File: src/rtl/garden_sensor_reader.sv
// garden_sensor_reader: periodically reads two channels of a 10-bit serial ADC
// (ch0 = soil moisture, ch1 = tank level) and turns each reading into a
// hysteresis-filtered flag for the sprinkler controller.
//
// Handshake: trig is a single-cycle request with no ready/ack. It is honoured
// only while the block is idling in ST_WAIT. In every other state it is
// dropped, and requests are never queued.
module garden_sensor_reader #(
  parameter int unsigned CLK_DIV       = 4,
  parameter int unsigned SAMPLE_PERIOD = 1000,
  parameter logic [9:0]  WET_ON        = 10'd400,
  parameter logic [9:0]  WET_OFF       = 10'd600,
  parameter logic [9:0]  LEVEL_ON      = 10'd300,
  parameter logic [9:0]  LEVEL_OFF     = 10'd150
) (
  input  logic       clk,
  input  logic       rst_n,
  input  logic       trig,
  input  logic       miso,
  output logic       sclk,
  output logic       cs_n,
  output logic       mosi,
  output logic       moisture,
  output logic       water,
  output logic [9:0] moist_raw,
  output logic [9:0] level_raw,
  output logic       valid,
  output logic       sample_done,
  output logic [2:0] dbg_state
);

  typedef enum logic [2:0] {
    ST_WAIT   = 3'd0,
    ST_FRAME0 = 3'd1,
    ST_GAP    = 3'd2,
    ST_FRAME1 = 3'd3,
    ST_UPDATE = 3'd4
  } state_t;

  // One shared counter serves the idle wait and the SCLK half-period divider.
  localparam int unsigned CNT_TOP  = (SAMPLE_PERIOD > CLK_DIV) ? SAMPLE_PERIOD : CLK_DIV;
  localparam int          CW       = $clog2(CNT_TOP);
  localparam logic [CW-1:0] SP_LAST  = CW'(SAMPLE_PERIOD - 1);
  localparam logic [CW-1:0] DIV_LAST = CW'(CLK_DIV - 1);

  // Half-period index inside a frame: 0 is the lead-in after cs_n falls,
  // odd values are SCLK-high phases, 32 is the tail after the last fall.
  // HP_TAIL is a single cs_n-high cycle that closes FRAME1 before UPDATE.
  localparam logic [5:0] HP_LAST  = 6'd32;
  localparam logic [5:0] HP_TAIL  = 6'd33;
  // Rise k lands on half-period 2k-1; rises 7..16 carry result bits 9..0.
  localparam logic [5:0] HP_DATA0 = 6'd13;

  state_t      state_q, state_d;
  logic [CW-1:0] cnt_q, cnt_d;
  logic [5:0]  hp_q, hp_d;
  logic [9:0]  shift_q, shift_d;
  logic [9:0]  ch0_q, ch0_d;
  logic        sclk_q, sclk_d;
  logic        cs_n_q, cs_n_d;
  logic        mosi_q, mosi_d;
  logic        moisture_q, moisture_d;
  logic        water_q, water_d;
  logic [9:0]  moist_raw_q, moist_raw_d;
  logic [9:0]  level_raw_q, level_raw_d;
  logic        valid_q, valid_d;
  logic        sample_done_q, sample_done_d;

  logic [5:0]  hp_inc;
  logic [4:0]  next_bit;
  logic        chan;

  assign hp_inc   = hp_q + 6'd1;
  // After SCLK fall k the next command bit to present is bit k+1.
  assign next_bit = hp_inc[5:1] + 5'd1;
  assign chan     = (state_q == ST_FRAME1);

  // Next-state and next-output logic for the whole read sequence.
  always_comb begin
    state_d       = state_q;
    cnt_d         = cnt_q;
    hp_d          = hp_q;
    shift_d       = shift_q;
    ch0_d         = ch0_q;
    sclk_d        = sclk_q;
    cs_n_d        = cs_n_q;
    mosi_d        = mosi_q;
    moisture_d    = moisture_q;
    water_d       = water_q;
    moist_raw_d   = moist_raw_q;
    level_raw_d   = level_raw_q;
    valid_d       = valid_q;
    sample_done_d = 1'b0;

    case (state_q)
      ST_WAIT: begin
        if (trig || (cnt_q == SP_LAST)) begin
          state_d = ST_FRAME0;
          cnt_d   = '0;
          hp_d    = '0;
          shift_d = '0;
          cs_n_d  = 1'b0;
          sclk_d  = 1'b0;
          mosi_d  = 1'b1;              // command bit 1: start
        end else begin
          cnt_d = cnt_q + 1'b1;
        end
      end

      ST_FRAME0, ST_FRAME1: begin
        if (hp_q == HP_TAIL) begin
          // Both readings are in hand: apply raws and flags together.
          state_d       = ST_UPDATE;
          moist_raw_d   = ch0_q;
          level_raw_d   = shift_q;
          if (ch0_q <= WET_ON)         moisture_d = 1'b1;
          else if (ch0_q >= WET_OFF)   moisture_d = 1'b0;
          if (shift_q >= LEVEL_ON)     water_d    = 1'b1;
          else if (shift_q <= LEVEL_OFF) water_d  = 1'b0;
          valid_d       = 1'b1;
          sample_done_d = 1'b1;
        end else if (cnt_q == DIV_LAST) begin
          cnt_d = '0;
          if (hp_q == HP_LAST) begin
            cs_n_d = 1'b1;
            sclk_d = 1'b0;
            mosi_d = 1'b0;
            if (state_q == ST_FRAME0) begin
              state_d = ST_GAP;
              ch0_d   = shift_q;
            end else begin
              hp_d = HP_TAIL;
            end
          end else begin
            hp_d = hp_inc;
            if (hp_inc[0]) begin
              sclk_d = 1'b1;
              if (hp_inc >= HP_DATA0) shift_d = {shift_q[8:0], miso};
            end else begin
              sclk_d = 1'b0;
              case (next_bit)
                5'd2:    mosi_d = 1'b1;  // single-ended
                5'd5:    mosi_d = chan;  // channel select
                default: mosi_d = 1'b0;
              endcase
            end
          end
        end else begin
          cnt_d = cnt_q + 1'b1;
        end
      end

      ST_GAP: begin
        if (cnt_q == DIV_LAST) begin
          state_d = ST_FRAME1;
          cnt_d   = '0;
          hp_d    = '0;
          shift_d = '0;
          cs_n_d  = 1'b0;
          mosi_d  = 1'b1;
        end else begin
          cnt_d = cnt_q + 1'b1;
        end
      end

      ST_UPDATE: begin
        state_d = ST_WAIT;
        cnt_d   = '0;
      end

      default: begin
        state_d = ST_WAIT;
        cnt_d   = '0;
      end
    endcase
  end

  // State and output registers with synchronous active-low reset.
  always_ff @(posedge clk) begin
    if (!rst_n) begin
      state_q       <= ST_WAIT;
      cnt_q         <= '0;
      hp_q          <= '0;
      shift_q       <= '0;
      ch0_q         <= '0;
      sclk_q        <= 1'b0;
      cs_n_q        <= 1'b1;
      mosi_q        <= 1'b0;
      moisture_q    <= 1'b0;
      water_q       <= 1'b0;
      moist_raw_q   <= '0;
      level_raw_q   <= '0;
      valid_q       <= 1'b0;
      sample_done_q <= 1'b0;
    end else begin
      state_q       <= state_d;
      cnt_q         <= cnt_d;
      hp_q          <= hp_d;
      shift_q       <= shift_d;
      ch0_q         <= ch0_d;
      sclk_q        <= sclk_d;
      cs_n_q        <= cs_n_d;
      mosi_q        <= mosi_d;
      moisture_q    <= moisture_d;
      water_q       <= water_d;
      moist_raw_q   <= moist_raw_d;
      level_raw_q   <= level_raw_d;
      valid_q       <= valid_d;
      sample_done_q <= sample_done_d;
    end
  end

  assign sclk        = sclk_q;
  assign cs_n        = cs_n_q;
  assign mosi        = mosi_q;
  assign moisture    = moisture_q;
  assign water       = water_q;
  assign moist_raw   = moist_raw_q;
  assign level_raw   = level_raw_q;
  assign valid       = valid_q;
  assign sample_done = sample_done_q;
  assign dbg_state   = state_q;

endmodule

File: config.mk
export PLATFORM = sky130hd
export DESIGN_NAME = garden_sensor_reader
export DESIGN_NICKNAME = d
export VERILOG_FILES = /design/src/rtl/garden_sensor_reader.sv
export SDC_FILE = /design/constraint.sdc
export NUM_CORES = 1
export LEC_CHECK = 0
export CAP_MARGIN = 20
export CORE_ASPECT_RATIO = 1.2
export CORE_MARGIN = 2
export CORE_UTILIZATION = 40
export DETAILED_ROUTE_END_ITERATION = 8
export SLEW_MARGIN = 20
export SYNTH_ARGS = -nofsm -noshare
export SYNTH_HDL_FRONTEND = slang
export SYNTH_SLANG_ARGS = --single-unit
export TNS_END_PERCENT = 1
File: constraint.sdc
create_clock -name clk -period 6.05 [get_ports clk]
set_input_delay 1.21 -clock clk [delete_from_list [all_inputs] [get_ports clk]]
set_output_delay 1.21 -clock clk [all_outputs]
set_load 0.01 [all_outputs]
==> results by group <==
Synth
  – Syn Nets: 390
  – #FFs+latches synth: 66
  – Async set or reset register ratio after synthesis: 0
  – Syn_area_per_cell: ~8.3 µm²
  – Seq/Total Area, Yosys: 0.416
  – Post-synth cell types: between 60 and 70
  – YS warnings: 0
  – Mapped Cells: ~380
  – Number of flops mapped to enable cells by yosys: 0
  – Post-synthesis instance area: between 3000 and 4000 µm²
  – Most common flop cell mapped by yosys: dfxtp_1

STA
  – Clock Skews: 10.3 ps
  – TNS Setup: 0 ps
  – Worst rel slew slack: 0.479
  – Final setup fails: 0
  – Crit share post-route: 0.505
  – Final Hold Violating Endpoints: 0
  – Final Critical Period: around 3000 ps
  – Final slew viol count: 0
  – Least-Margin Pin Slew: ~800 ps
  – Peak Freq: between 300 and 400 MHz
  – Unrepaired setup endpoints after global routing: no

GRT
  – First-pass GRT wire length: roughly 12 mm
  – Tot GR Track Use: 0.170
  – Initial antenna violation count: 0
  – Global-route met3 utilization: 0.0293
  – Vias in the first global route: ~2,500
  – Grt met1 use: 0.231
  – GRT Max-Usage Layer: met2
  – Largest net degree at the start of global routing: 40
  – Routing usage on met2: 0.266
  – GRT overflow: 0

Min path
  – Worst Hold Depth: 2
  – Min-delay src: moist_raw[3]
  – Worst min-delay path endpoint: moist_raw[3]
  – Hold Path Class: flop to flop

Setup path
  – Crit path max-delay family: flip-flops
  – CP Capture Type: output pin
  – Crit-path max cell delay: 830 ps
  – Worst Path Arrival: around 1800 ps
  – Req. time, crit path: roughly 4800 ps
  – Worst-path fanout max: 23
  – Sequence of cells on the critical path: clkdlybuf4s50_1
  – Buf+Inv Stages, Crit Path: 1
  – R2R Setup Slk: roughly 3300 ps
  – R2R cell count: 6
  – Reg2Reg Launch Point: dbg_state[0]
  – CP startpoint kind: flop
  – RR Endpoint: cnt_q[4]
  – CP max-delay cell: dfxtp_1
  – CP Class: flop to output pin

Clock network
  – CTS max path bufs: 2
  – H-tree depth: 3
  – CTS resizes: 0
  – Clock tree root driver cell: clkbuf_8
  – Clk slew on worst S/H paths: 80 ps
  – TritonCTS Sinks: between 60 and 70
  – CTS Buf Count: 9
  – Post-CTS setup buffer count: 0
  – Clock Latency Late Sink: 340 ps
  – Hold Buf Count CTS: 0
  – CTS tree: done

Cells and area
  – Filler cell count: between 700 and 800
  – Seq. cell area: roughly 1300 µm²
  – Share of post-route cells with drive strength above 1: 0.0978
  – # diodes: 0
  – Multi-input logic area: 1700 µm²
  – Synth-to-layout area growth: 18.3%
  – Fin area: between 3000 and 4000 µm²
  – Nets: slightly above 400

Detailed routing
  – Antenna viol nets, final: 0
  – Iter 0 DRT Violations: 161
  – WL per Instance: between 10 and 15 µm
  – DRC violations left: 0
  – Final wirelength: 7.39 mm
  – DR vias/cell: between 5 and 6
  – Total number of vias: around 2,800
  – TritonRoute pass-1 iters: 4

Power and ir drop
  – Power Dens Cells: approximately 250 nW/µm²
  – Worst VDD drop: approximately 150 µV
  – Power consumption: 930 µW
  – Leakage: around 0.0013 µW

Floorplan
  – Core area: between 7000 and 8000 µm²
  – Core Rows: 35
  – Die Span X: 85.4 µm
  – Die area: 8680 µm²
  – I/O pin count: 34
  – Initial core utilization: 0.412
  – Die Ht: roughly 100 µm

Placement
  – Dpl cell area: 3540 µm²
  – DPL Wire Length: 5.06 mm
  – Placer Congestion: around 0.9
  – Port bufs: 33

Flow run
  – Max Cap Violations: 0

Status
  – Status: completed
## power breakdown
part / leakage [µW] / total (µW) / internal [µW] / switching [µW]
logic: 0.000702 / 63.9 / 24.5 / 39.4
clock network: 0.000109 / 417 / 244 / 173
registers: 0.000533 / 449 / 440 / 8.89
## worst min-delay path, stage by stage, from the launching register on
cell     delay, ps
dfxtp_1        310
nand2_1         50
a21oi_1         50
## sequential cells by signal (all words and copies together) (netlist names)
signal,flops
sample_done,1
cnt_q,10
ch0_q,10
dbg_state,3
shift_q,10
mosi,1
sclk,1
valid,1
cs_n,1
level_raw,10
moisture,1
moist_raw,10
water,1
hp_q,6
## placed cells by master, fill, tap and decap left out, types with 3 or more instances in the layout
master	count
nand2_1	55
o221ai_1	9
o41ai_1	3
a31oi_1	8
ha_1	5
clkbuf_8	10
and3_1	6
nor2_1	33
clkdlybuf4s50_1	32
nand3_1	27
buf_4	3
nor4_1	5
xnor2_1	7
nand4_1	6
a21oi_1	34
xor2_1	3
dfxtp_1	66
nor2b_1	4
o21ai_0	6
mux2i_1	11
inv_1	13
a31o_2	3
nand2b_1	3
## layer usage
layer	up-vias	wire (µm)	share of wire
met3	14	308	0.042
li1	1423	-	-
met1	1292	3620	0.49
met4	0	148	0.020
met2	52	3320	0.45
met5	-	0	0
## cell families after synthesis
kind of cell | after synthesis | share of synthesized area
simple gates | 161 | 0.260
compound gates | 89 | 0.188
flops | 66 | 0.416
buf+inv | 38 | 0.0508
mux | 12 | 0.0382
xor+xnor | 10 | 0.0276
fa+ha+maj | 5 | 0.0197
## through the flow
stage                     utilization  cells  setup slack, ps  hold WS [ps]
after CTS                       0.488    501             2740           456
after floorplan                     -    381             3450           441
after detailed placement        0.459    485             2380           446
after global placement          0.459    485             2470           446
after global routing            0.488    501             2900           478
final                           0.488    501             3000           456
## layout make-up
type | instances | share of cell area
Timing Repair Buffer | 36 | 0.0925
Clock buffer | 10 | 0.0366
Tap cell | 92 | 0.0306
Sequential cell | 66 | 0.351
Inverter | 14 | 0.0140
Multi-Input combinational cell | 277 | 0.451
Clock inverter | 6 | 0.0236
## Yosys cell counts (2+ instances only)
master	number	area, µm²
inv_1	13	48.8
ha_1	5	62.6
dfxtp_1	66	1320
or4_1	2	15.0
xnor2_1	7	61.3
nand2_1	55	206
buf_2	9	45.0
o221ai_1	9	78.8
nor3_1	2	10.0
mux2i_1	11	110
a311oi_1	2	17.5
nor2_1	33	124
a2111oi_0	2	17.5
o21ai_0	6	30.0
clkbuf_1	14	52.6
xor2_1	3	26.3
o21ai_1	2	10.0
and3_1	6	37.5
or4b_2	2	20.0
and4_1	2	17.5
nand3_1	27	135
a31oi_1	8	50.1
nor4_1	5	31.3
a21o_1	2	15.0
a21oi_1	34	170
nand2b_1	3	18.8
nor2b_1	4	25.0
o41ai_1	3	26.3
nand4_1	6	37.5
a31o_2	3	26.3
a21o_2	2	17.5
## worst max-delay path by stage
stage                 start           end  slack, ps  cells past startpoint
5_1_grt        dbg_state[0]  dbg_state[0]       2900                      1
3_3_place_gp          rst_n    shift_q[0]       2470                      7
3_5_place_dp          rst_n    shift_q[0]       2380                      7
4_1_cts               rst_n    shift_q[0]       2740                      7
2_1_floorplan          trig    shift_q[0]       3450                      6
6_report       dbg_state[0]  dbg_state[0]       3000                      1
Power figures use the tool's default switching activity.
